### src/rtl/fetch_stage.sv
// Instruction-fetch stage: fetch PC register, PC+4 generation, single-outstanding
// req/gnt/rvalid instruction-memory port and the IF/DE pipeline register.
module fetch_stage #(
  parameter logic [31:0] RESET_VEC = 32'h0000_0000,
  parameter logic [31:0] NOP_INSTR = 32'h0000_0013
) (
  input  logic        clk,
  input  logic        rst,
  input  logic [31:0] pc_next,
  input  logic        redirect,
  input  logic        stall_d,
  output logic        imem_req,
  output logic [31:0] imem_addr,
  input  logic        imem_gnt,
  input  logic        imem_rvalid,
  input  logic [31:0] imem_rdata,
  output logic [31:0] pc_f,
  output logic [31:0] pc_seq,
  output logic [31:0] pc_d,
  output logic [31:0] instr_d,
  output logic        valid_d
);

  // StHold means the skid buffer holds a word that decode has not yet taken.
  typedef enum logic [1:0] {StIssue, StWait, StHold, StDrop} state_e;

  state_e      state_q, state_d;
  logic [31:0] pc_f_q, pc_f_d;
  logic [31:0] pc_d_q, pc_d_d;
  logic [31:0] instr_d_q, instr_d_d;
  logic        valid_d_q, valid_d_d;
  logic [31:0] skid_q, skid_d;

  logic        advance;
  logic [31:0] adv_word;
  logic [31:0] pc_next_aligned;

  assign pc_next_aligned = pc_next & 32'hFFFF_FFFC;

  // Request is masked while reset is asserted even though the state already reads StIssue.
  assign imem_req  = rst && (state_q == StIssue);
  assign imem_addr = pc_f_q;
  assign pc_f      = pc_f_q;
  assign pc_seq    = pc_f_q + 32'd4;
  assign pc_d      = pc_d_q;
  assign instr_d   = instr_d_q;
  assign valid_d   = valid_d_q;

  // Next-state for the fetch FSM, skid buffer, fetch PC and IF/DE register.
  always_comb begin
    state_d   = state_q;
    pc_f_d    = pc_f_q;
    pc_d_d    = pc_d_q;
    instr_d_d = instr_d_q;
    valid_d_d = valid_d_q;
    skid_d    = skid_q;
    advance   = 1'b0;
    adv_word  = imem_rdata;

    unique case (state_q)
      StIssue: begin
        if (redirect) begin
          state_d = imem_gnt ? StDrop : StIssue;
        end else if (imem_gnt) begin
          state_d = StWait;
        end
      end
      StWait: begin
        if (redirect) begin
          // A word arriving with the redirect is simply dropped.
          state_d = imem_rvalid ? StIssue : StDrop;
        end else if (imem_rvalid) begin
          if (stall_d) begin
            skid_d  = imem_rdata;
            state_d = StHold;
          end else begin
            advance = 1'b1;
            state_d = StIssue;
          end
        end
      end
      StHold: begin
        if (redirect) begin
          state_d = StIssue;
        end else if (!stall_d) begin
          advance  = 1'b1;
          adv_word = skid_q;
          state_d  = StIssue;
        end
      end
      StDrop: begin
        if (imem_rvalid) begin
          state_d = StIssue;
        end
      end
      default: state_d = StIssue;
    endcase

    if (redirect) begin
      pc_f_d    = pc_next_aligned;
      instr_d_d = NOP_INSTR;
      valid_d_d = 1'b0;
      skid_d    = '0;
    end else if (advance) begin
      pc_d_d    = pc_f_q;
      instr_d_d = adv_word;
      valid_d_d = 1'b1;
      pc_f_d    = pc_next_aligned;
      skid_d    = '0;
    end else if (!stall_d) begin
      // Decode consumed the previous instruction and nothing new arrived: bubble.
      valid_d_d = 1'b0;
    end
  end

  // State registers with asynchronous active-low reset.
  always_ff @(posedge clk or negedge rst) begin
    if (!rst) begin
      state_q   <= StIssue;
      pc_f_q    <= RESET_VEC;
      pc_d_q    <= '0;
      instr_d_q <= NOP_INSTR;
      valid_d_q <= 1'b0;
      skid_q    <= '0;
    end else begin
      state_q   <= state_d;
      pc_f_q    <= pc_f_d;
      pc_d_q    <= pc_d_d;
      instr_d_q <= instr_d_d;
      valid_d_q <= valid_d_d;
      skid_q    <= skid_d;
    end
  end

endmodule
### config.mk
export PLATFORM = sky130hd
export DESIGN_NAME = fetch_stage
export DESIGN_NICKNAME = d
export VERILOG_FILES = /design/src/rtl/fetch_stage.sv
export SDC_FILE = /design/constraint.sdc
export NUM_CORES = 1
export LEC_CHECK = 0
export CAP_MARGIN = 10
export CELL_PAD_IN_SITES_DETAIL_PLACEMENT = 0
export CELL_PAD_IN_SITES_GLOBAL_PLACEMENT = 1
export CORE_MARGIN = 2
export CORE_UTILIZATION = 37
export DETAILED_ROUTE_END_ITERATION = 6
export PLACE_DENSITY_LB_ADDON = 0.1
export REMOVE_ABC_BUFFERS = 1
export SLEW_MARGIN = 30
export SYNTH_ARGS = -nofsm -noshare
export SYNTH_HDL_FRONTEND = slang
export SYNTH_SLANG_ARGS = --single-unit
export TNS_END_PERCENT = 100
### constraint.sdc
create_clock -name clk -period 5.07 [get_ports clk]
set_input_delay 0.507 -clock clk [delete_from_list [all_inputs] [get_ports clk]]
set_output_delay 0.507 -clock clk [all_outputs]
set_load 0.005 [all_outputs]
==> metrics.md <==
| Metric | Value |
|---|---|
| Status | `completed` |
| Hold_buf cts | `0` |
| Max-cap viol count | `0` |
| Setup Fix Bufs, Post-CTS | `0` |
| Global-route wire length before repair | `about 27000 um` |
| Clock slew at reported path FFs | `0.06 ns` |
| Top delay family on crit path | `simple AND/OR/NAND/NOR gates` |
| N_diodes | `0` |
| Critical Path AT | `2.86 ns` |
| Setup violators final | `0` |
| Leakage | `4.04 nW` |
| Post-Route Skew | `0.00672 ns` |
| CP required | `4.56 ns` |
| WP buf/inv | `1` |
| CORE AREA | `roughly 17000 um^2` |
| Post-layout net count | `about 820` |
| Area grow syn2layout | `43.1%` |
| Final WS setup | `~1.7 ns` |
| Syn avg cell area | `11.2 um^2` |
| Net Switching | `about 1.1 mW` |
| Yosys Warn Count | `0` |
| Reg2reg path depth | `8` |
| Most frequent cells in the layout | `clkdlybuf4s50_1, dfrtp_1, nand2_1` |
| Drc violations | `0` |
| Multi-input combinational cell area | `2700 um^2` |
| Root buf cell | `clkbuf_16` |
| Die height | `between 100 and 150 um` |
| Peak VDD IR | `between 200 and 250 uV` |
| Sequential cell area | `~3200 um^2` |
| CP Capture Point | `pc_seq[20]` |
| Synth area leaders | `dfrtp_1, mux2_2, mux2_4` |
| Setup_tns | `0 ns` |
| RR Startpoint | `state_q[1]` |
| Gate power share | `30.9%` |
| WL per Instance | `approximately 18 um` |
| Total track usage | `19.4%` |
| CP cell instances | `ha_1 > nand4_1 > nor4_1 > nand3_1 > xnor2_1 > clkdlybuf4s50_1` |
| Synth top area share | `48.5%` |
| Reg-to-Reg End | `imem_addr[5]` |
| Max clock buf depth | `2` |
| Gpl congestion | `about 0.76` |
| Post-cts sizing count | `0` |
| Fmax | `between 0.2 and 0.3 GHz` |
| Clock power frac | `between 30% and 40%` |
| Critical path fanouts, max | `8` |
| Internal | `roughly 3.0 mW` |
| Power per Cell Area | `approximately 440 nW/um^2` |
| PortBufs | `221` |
| Unrepaired setup endpoints after global routing | `no` |
| Worst skew pair latency | `~0.42 ns` |
| Filler Cells Inserted | `between 1500 and 2000` |
| Total CTS buffers | `17` |
| Post-DRT Antenna Nets | `0` |
| HPWL after DPL | `11300 um` |
| Commonest non-fill, non-tap cell in the layout | `clkdlybuf4s50_1` |
| WP depth | `6` |
| Final Max Slew Viols | `0` |
| Post-synthesis cell area | `about 6400 um^2` |
| Slowest stage cell, crit path | `clkdlybuf4s50_1` |
| CP startpoint | `imem_addr[2]` |
| Slew at the pin closest to its max-slew limit | `around 0.84 ns` |
| Max incr delay on CP | `0.56 ns` |
| Crit start category | `flop` |
| Share of layout cells above drive strength 1 | `around 14%` |
| Worst Setup End Kind | `primary output` |
| Seq/Total Area, Yosys | `approximately half` |
| Yosys top cell by area | `dfrtp_1` |
| Fin. Hold Viols | `0` |
| Post-synthesis cell type count | `39` |
| Detailed Route Iter0 Violations | `about 260` |
| Starting Density | `roughly 37%` |
| Crit share post-route | `66.4%` |
| H-tree levels | `4` |
| Register share of total power | `around a third` |
| Synth Register Bits | `~130` |
| I/O pin count | `about 230` |
| Worst Setup Path Type | `reg2out` |
| Relative slew slack | `~44%` |
| Largest net degree at the start of global routing | `67` |
| Die ar. | `roughly 18000 um^2` |
| Vias per cell | `about 5.0` |
| Routed via count | `around 5000` |
| Switching part of the total | `27.0%` |
| GR Overflow Total | `0` |
| FF-to-FF setup slack | `around 2.1 ns` |
| Clock sink count | `roughly 130` |
| Post-Synthesis Cells | `approximately 570` |
| Setup WS pre-CTS | `roughly 1.6 ns` |
| Worst hold-check path type | `in2async` |
| Initial antenna violation count | `0` |
| Initial DRT Pass Iterations | `4` |
| CTS tree | `built` |
| Vias in the first global route | `around 5000` |
| Overall power | `4.06 mW` |
| Routed WL | `~17000 um` |
| Min Tclk post-route | `3.37 ns` |
| Placement Rows | `48` |
| Die width | `135 um` |
[logic make-up after synthesis]
logic type / count (synthesis) / synth area share, %
other cells: 1 / 0.0587
buf+inv: 82 / 8.85
flops: 127 / 49.8
fa+ha+maj: 6 / 1.17
compound gates: 73 / 6.07
xor+xnor: 28 / 3.84
mux: 92 / 17.0
simple gates: 160 / 13.2
[power by group through the flow]
stage	registers [mW]	logic [mW]	clock network [mW]
6_report	1.42	1.25	1.38
5_1_grt	1.46	1.36	1.46
4_1_cts	1.43	1.28	1.41
3_5_place_dp	1.44	1.27	0
3_3_place_gp	1.43	1.26	0
2_1_floorplan	1.42	0.485	0
[cell type report]
type / instances / area share, %
flip-flops and latches: 127 / 34.8
multi-input cells: 367 / 29.5
repair buffers: 228 / 25.0
clock buffers: 22 / 5.40
well taps: 225 / 3.08
clock inverters: 10 / 1.97
inverters: 6 / 0.246
[registers in the layout, indices dropped and copies added, names as in the netlist]
| name | count |
|---|---|
| imem_addr | 30 |
| pc_d | 30 |
| state_q | 2 |
| instr_d | 32 |
| skid_q | 32 |
| valid_d | 1 |
[metrics by stage]
stage / util, % / cell area [um^2] / instances / hold WS, ns
final: 53.4 / 9150 / 985 / 0.0676
after global routing: 53.4 / 9150 / 985 / 0.123
after CTS: 53.4 / 9140 / 985 / 0.0943
after detailed placement: 49.5 / 8470 / 953 / 0.475
after global placement: 49.2 / 8420 / 951 / 0.462
after floorplan: - / 5880 / 500 / 0.211
[worst min-delay path by stage]
stage                     startpoint            end  slack [ns]  depth (start not counted)
final                            rst      skid_q[5]        0.07                          1
after CTS                        rst      skid_q[5]        0.09                          1
after global placement      pc_d[13]       pc_d[13]        0.46                          2
after detailed placement     pc_d[2]        pc_d[2]        0.47                          2
after floorplan                  rst  imem_addr[10]        0.21                          0
after global routing             rst      skid_q[5]        0.12                          1
[synth_stat cells]
master and count:
dfrtp_1 124, nand2_1 78, buf_4 38, mux2_2 35
a21oi_1 33, o21ai_0 33, mux2i_1 32, nand3b_1 29
mux2_4 25, xnor2_1 23, clkbuf_1 19, nand3_1 14
buf_2 9, nand4_1 8, and3_1 7, ha_1 6
inv_1 6, nor2_1 6, buf_6 5, xor2_1 5
and4_1 4, buf_12 4, a211o_1 3, dfstp_2 3
nand4b_1 3, a31oi_1 2, nor2b_1 2, nor3_1 2
a222oi_1 1, a2bb2oi_1 1, and2_1 1, clkbuf_2 1
conb_1 1, nand2b_1 1, nand2b_4 1, nor4_1 1
nor4bb_1 1, or4_4 1, or4b_1 1
[layer usage]
| metal | vias up | part of all wire [%] | global-route usage [%] |
|---|---|---|---|
| met5 | - | 0 | 0 |
| met4 | 0 | 1.7 | 6.94 |
| met3 | 20 | 8.8 | 7.67 |
| met2 | 180 | 47 | 31.1 |
| met1 | 2419 | 42 | 23.8 |
| li1 | 2274 | - | - |
No activity file was read; power rests on OpenSTA's default activity.
